$ cat src/rtl/wb_arbiter.sv
// rtl/wb_arbiter.sv - two-master round-robin arbiter for the 8-bit wishbone register bus
module wb_arbiter #(
    parameter int AW      = 8,
    parameter int DW      = 8,
    parameter int TIMEOUT = 32
) (
    input  logic          clk,
    input  logic          rst,
    input  logic          m0_stb,
    input  logic [AW-1:0] m0_adr,
    input  logic          m0_we,
    input  logic [DW-1:0] m0_dat,
    output logic          m0_ack,
    output logic [DW-1:0] m0_rdat,
    input  logic          m1_stb,
    input  logic [AW-1:0] m1_adr,
    input  logic          m1_we,
    input  logic [DW-1:0] m1_dat,
    output logic          m1_ack,
    output logic [DW-1:0] m1_rdat,
    output logic          s_stb,
    output logic [AW-1:0] s_adr,
    output logic          s_we,
    output logic [DW-1:0] s_dat,
    input  logic          s_ack,
    input  logic [DW-1:0] s_rdat,
    output logic          owner,
    output logic          busy,
    output logic          tmo
);

    localparam int WW = $clog2(TIMEOUT);

    typedef enum logic [1:0] {
        IDLE = 2'd0,
        BUSY = 2'd1,
        GAP  = 2'd2
    } state_t;

    state_t        state, state_n;
    logic          owner_n;
    logic          prio, prio_n;
    logic [WW-1:0] wdog, wdog_n;
    logic          tmo_n;
    logic          owner_stb;
    logic          grant;

    assign owner_stb = owner ? m1_stb : m0_stb;

    always_ff @(posedge clk or posedge rst) begin
        if (rst) begin
            state <= IDLE;
            owner <= 1'b0;
            prio  <= 1'b0;
            wdog  <= '0;
            tmo   <= 1'b0;
        end else begin
            state <= state_n;
            owner <= owner_n;
            prio  <= prio_n;
            wdog  <= wdog_n;
            tmo   <= tmo_n;
        end
    end

    always_comb begin
        state_n = state;
        owner_n = owner;
        prio_n  = prio;
        wdog_n  = wdog;
        tmo_n   = 1'b0;
        case (state)
            IDLE: begin
                wdog_n = '0;
                if (m0_stb || m1_stb) begin
                    state_n = BUSY;
                    owner_n = (m0_stb && m1_stb) ? prio : m1_stb;
                end
            end
            BUSY: begin
                wdog_n = wdog + WW'(1);
                // ack outranks a same-cycle stb drop so the completed transfer is not lost
                if (s_ack) begin
                    prio_n  = ~owner;
                    state_n = GAP;
                end else if (!owner_stb) begin
                    prio_n  = ~owner;
                    state_n = IDLE;
                end else if (wdog == WW'(TIMEOUT - 1)) begin
                    tmo_n   = 1'b1;
                    prio_n  = ~owner;
                    state_n = GAP;
                end
            end
            GAP: begin
                state_n = IDLE;
            end
            default: begin
                state_n = IDLE;
            end
        endcase
    end

    // rst gates the muxes so the slave side drops the instant reset rises
    assign grant   = (state == BUSY) && !rst;
    assign busy    = (state == BUSY);
    assign s_stb   = grant & owner_stb;
    assign s_adr   = grant ? (owner ? m1_adr : m0_adr) : '0;
    assign s_we    = grant & (owner ? m1_we : m0_we);
    assign s_dat   = grant ? (owner ? m1_dat : m0_dat) : '0;
    assign m0_ack  = grant & ~owner & s_ack;
    assign m1_ack  = grant & owner & s_ack;
    assign m0_rdat = (grant && !owner) ? s_rdat : '0;
    assign m1_rdat = (grant && owner) ? s_rdat : '0;

endmodule

$ cat config.mk
export PLATFORM = sky130hd
export DESIGN_NAME = wb_arbiter
export DESIGN_NICKNAME = d
export VERILOG_FILES = /design/src/rtl/wb_arbiter.sv
export SDC_FILE = /design/constraint.sdc
export NUM_CORES = 1
export LEC_CHECK = 0
export BUFFER_PORTS_ARGS = -buffer_cell sky130_fd_sc_hd__clkbuf_2
export CELL_PAD_IN_SITES_DETAIL_PLACEMENT = 1
export CELL_PAD_IN_SITES_GLOBAL_PLACEMENT = 2
export CORE_ASPECT_RATIO = 1.2
export CORE_MARGIN = 4
export CORE_UTILIZATION = 17
export CTS_BUF_LIST = sky130_fd_sc_hd__clkbuf_8
export DETAILED_ROUTE_END_ITERATION = 8
export PLACE_DENSITY_LB_ADDON = 0.1
export SLEW_MARGIN = 20
export SYNTH_ARGS = -nofsm -noshare
export SYNTH_HDL_FRONTEND = slang
export SYNTH_SLANG_ARGS = --single-unit
export TNS_END_PERCENT = 100
$ cat constraint.sdc
create_clock -name clk -period 2 [get_ports clk]
set_input_delay 0.2 -clock clk [delete_from_list [all_inputs] [get_ports clk]]
set_output_delay 0.2 -clock clk [all_outputs]
set_load 0.05 [all_outputs]
==> impl_metrics.py <==
metrics = {
    "status": {
        "outcome": "complete, no violations",
    },
    "clocking": {
        "clkLatencyLatePin_ns": 0.23,
        "ctsLongestPathBuffers": 2,
        "cts_tree": "done",
        "numClockSinks": 10,
        "cts_root_buf": "sky130_fd_sc_hd__clkbuf_8",
        "cts.repair_timing.setup_buffer_count": 0,
        "cts_buffers": 3,
        "clkSlewWorstSetupHoldPaths_ns": 0.05,
        "ctsHtreeMaxLevel": 1,
    },
    "routing": {
        "drc": 0,
        "routed_wire_per_std_cell_um": 15.0,
        "dr.pass1.iters": 4,
        "drt_first_iter_violations": 11,
        "drt_total_wl_um": 3550,
        "postRouteAntennaNets": 0,
        "viasPerCell": 4.51,
        "detailroute.via_count": 1068,
    },
    "logic_synthesis": {
        "synthCells": 91,
        "synthDominantCellAreaShare": 0.306,
        "adder_and_majority_gate_portion_of_the_synthesized_area": 0.0306,
        "synthesis.yosys.warnings": 0,
        "synth_compound_gate_area_share": 0.281,
        "synth_top_area_cell": "sky130_fd_sc_hd__dfrtp_1",
        "synth_area_um2": 818,
        "yosys-mux-area-fraction": 0.0138,
        "syn_area_per_cell_um2": 8.99,
        "yosysSeqAreaShare": 0.306,
        "post_synth_xor_area_fraction": 0,
        "synthTopCellsByArea": "sky130_fd_sc_hd__dfrtp_1 (31%), sky130_fd_sc_hd__a22o_1 (19%), sky130_fd_sc_hd__and2_1 (14%), sky130_fd_sc_hd__buf_6 (4.1%), sky130_fd_sc_hd__nand2_1 (3.2%)",
        "post_synth_num_cell_types": 24,
        "synth_nets": 140,
        "largest_family_of_logic_cells_by_synthesized_area": "simple AND/OR/NAND/NOR gates",
        "synth_simple_gate_area_frac": 0.294,
        "postSynthRegisterBits": 10,
    },
    "worst_setup_path": {
        "critical_path_peak_fanout": 13,
        "cp_slowest_stage_delay_ns": 0.38,
        "startpoint_type": "flop",
        "arrival_ns": 1.67,
        "worst_setup_path_end_kind": "primary output",
        "slowest_stage": "sky130_fd_sc_hd__dfrtp_1",
        "critPathKind": "reg -> out",
        "critical_path_cell_list": "nand2b_4 > inv_4 > and3_2 > and2_1 > clkbuf_2",
        "worst_ep_required_time_ns": 1.80,
    },
    "sta": {
        "slew_headroom": 0.790,
        "rsz0062_at_grt": "no",
        "slew_viol_final": 0,
        "timing.final.hold_violations": 0,
        "max_slew.worst_pin.slew_ns": 0.316,
        "final_layout_worst_hold_slack_ns": 0.0568,
        "report.final.setup_viol": 0,
        "fin_crit_ns": 1.87,
        "finalCritPeriodShare": 0.936,
        "fin_setup_tns_ns": 0,
        "clock_skew_ns": 0.00179,
        "fmax_mhz": 534,
    },
    "final_layout": {
        "syn_to_final_growth_pct": 66.1,
        "fillCellCount": 572,
        "final_layout_size_suffix_gt1_frac": 0.559,
        "diodes": 0,
        "finish.net_count": 229,
        "post_route_non_filler_standard_cell_count": 237,
    },
    "pwr": {
        "power_density_nw_per_um2": 1260,
        "leakage_nw": 0.769,
        "vdd_ir_drop_max_v": 0.000684,
        "design_power_total_w": 0.00171,
    },
    "floorplanning": {
        "std_cell_rows": 27,
        "die_width_um": 71.3,
        "io_pins": 86,
        "start_util": 0.177,
        "design.core.area_um2": 4630,
        "dieHeight_um": 84,
        "fp.dieArea_um2": 5990,
    },
    "global_routing": {
        "via_count_of_the_first_global_routing_pass": 1068,
        "antenna_found_initial": 0,
        "globalRouteOverflowTotal": 0,
        "all_layer_global_routing_usage": 0.109,
        "grt_start_max_net_pins": 27,
        "global_route_wire_length_before_repair_um": 5390,
    },
    "placed_design": {
        "numPortBuffers": 85,
        "dp_hpwl_um": 2900,
        "routabilityCongestion": 0.774,
        "post-place-cells": 232,
    },
    "min_path": {
        "hold_class": "in -> async",
    },
    "job": {
        "drv.max_cap_violation_count": 0,
    },
}
kinds of logic (layout without fill, tap and decap cells):
family / Yosys count / count (layout)
flops: 10 / 10
compound gates: 30 / 30
fa+ha+maj: 2 / 2
buf+inv: 8 / 95
simple gates: 40 / 41
mux: 1 / 1
flip-flops by register name, indices dropped and copies added, names as in the netlist:
signal  count
owner       1
state       2
tmo         1
prio        1
wdog        5
timing repair:
action,4_1_cts,5_1_grt
hold buffers,0,0
resized for setup,0,1
endpoints found under the setup margin,0,26
final cells by class:
cell class,instances,area [um2],area share
Clock buffer,4,55.1,0.0405
Multi-Input combinational cell,74,514,0.378
Timing Repair Buffer,89,455,0.335
Inverter,2,10.0,0.00737
Tap cell,58,72.6,0.0534
Sequential cell,10,251,0.185
report_power, final:
group | switching (W) | leakage (nW) | internal [W]
clock network | 0.0000872 | 0.0288 | 0.000174
logic | 0.000800 | 0.610 | 0.000312
registers | 0.0000764 | 0.130 | 0.000259
placed cells by master, fill, tap and decap left out:
cell type                   count
sky130_fd_sc_hd__dfrtp_1        9
sky130_fd_sc_hd__and2_1        18
sky130_fd_sc_hd__nand3_1        2
sky130_fd_sc_hd__nand2b_4       1
sky130_fd_sc_hd__nor2b_1        1
sky130_fd_sc_hd__and3_4         1
sky130_fd_sc_hd__nor2_1         6
sky130_fd_sc_hd__and3_2         1
sky130_fd_sc_hd__o311ai_0       1
sky130_fd_sc_hd__o21ai_0        5
sky130_fd_sc_hd__nand2_1        7
sky130_fd_sc_hd__inv_1          1
sky130_fd_sc_hd__a22o_1        18
sky130_fd_sc_hd__and3_1         1
sky130_fd_sc_hd__nor3b_1        2
sky130_fd_sc_hd__ha_1           2
sky130_fd_sc_hd__clkbuf_2      85
sky130_fd_sc_hd__a21oi_1        3
sky130_fd_sc_hd__inv_4          1
sky130_fd_sc_hd__buf_4          4
sky130_fd_sc_hd__a31oi_1        1
sky130_fd_sc_hd__dfrtp_2        1
sky130_fd_sc_hd__a2bb2oi_1      2
sky130_fd_sc_hd__nor3_4         1
sky130_fd_sc_hd__clkbuf_8       4
sky130_fd_sc_hd__mux2_2         1
through the flow:
step	util	setup WS (ns)	area (um2)
after floorplan	-	0.0825	818
after global placement	0.280	0.304	1290
after detailed placement	0.280	0.261	1290
after CTS	0.292	0.00673	1350
after global routing	0.294	0.0262	1360
final	0.294	0.129	1360
final timing paths:
kind                          start         end  slack, ns  depth (start not counted)
setup / recovery           state[1]  m1_rdat[5]       0.13                          5
hold / removal                  rst         tmo       0.06                          3
setup reg to reg            wdog[0]        prio       0.43                          6
hold reg to reg             wdog[2]     wdog[2]       0.51                          1
max in group asynchronous       rst    state[0]       1.78                          3
min in group clk             m0_stb       owner       0.19                          2
critical path, delay by kind of cell, from the launching register on:
family	cells	cell delay [ns]
buffers and inverters	2	0.38
flip-flops	1	0.38
AND/OR/NAND/NOR	3	0.68
cell usage after synthesis:
cell                        number
sky130_fd_sc_hd__a22o_1         18
sky130_fd_sc_hd__and2_1         18
sky130_fd_sc_hd__dfrtp_1        10
sky130_fd_sc_hd__nand2_1         7
sky130_fd_sc_hd__nor2_1          6
sky130_fd_sc_hd__o21ai_0         5
sky130_fd_sc_hd__a21oi_1         3
sky130_fd_sc_hd__buf_6           3
sky130_fd_sc_hd__a2bb2oi_1       2
sky130_fd_sc_hd__buf_2           2
sky130_fd_sc_hd__ha_1            2
sky130_fd_sc_hd__nand3_1         2
sky130_fd_sc_hd__nor3b_1         2
sky130_fd_sc_hd__a31oi_1         1
sky130_fd_sc_hd__and3_1          1
sky130_fd_sc_hd__and3_4          1
sky130_fd_sc_hd__buf_4           1
sky130_fd_sc_hd__inv_1           1
sky130_fd_sc_hd__inv_4           1
sky130_fd_sc_hd__mux2_2          1
sky130_fd_sc_hd__nand2b_4        1
sky130_fd_sc_hd__nor2b_1         1
sky130_fd_sc_hd__nor3_4          1
sky130_fd_sc_hd__o311ai_0        1
per-layer routing:
metal / routed length (um) / up-vias / track usage / part of all wire
li1: - / 510 / - / -
met1: 1430 / 496 / 0.127 / 0.40
met2: 1680 / 60 / 0.194 / 0.47
met3: 424 / 2 / 0.0373 / 0.12
met4: 14 / 0 / 0.0154 / 0.0039
met5: 0 / - / 0 / 0
(Power assumes the default switching activity.)
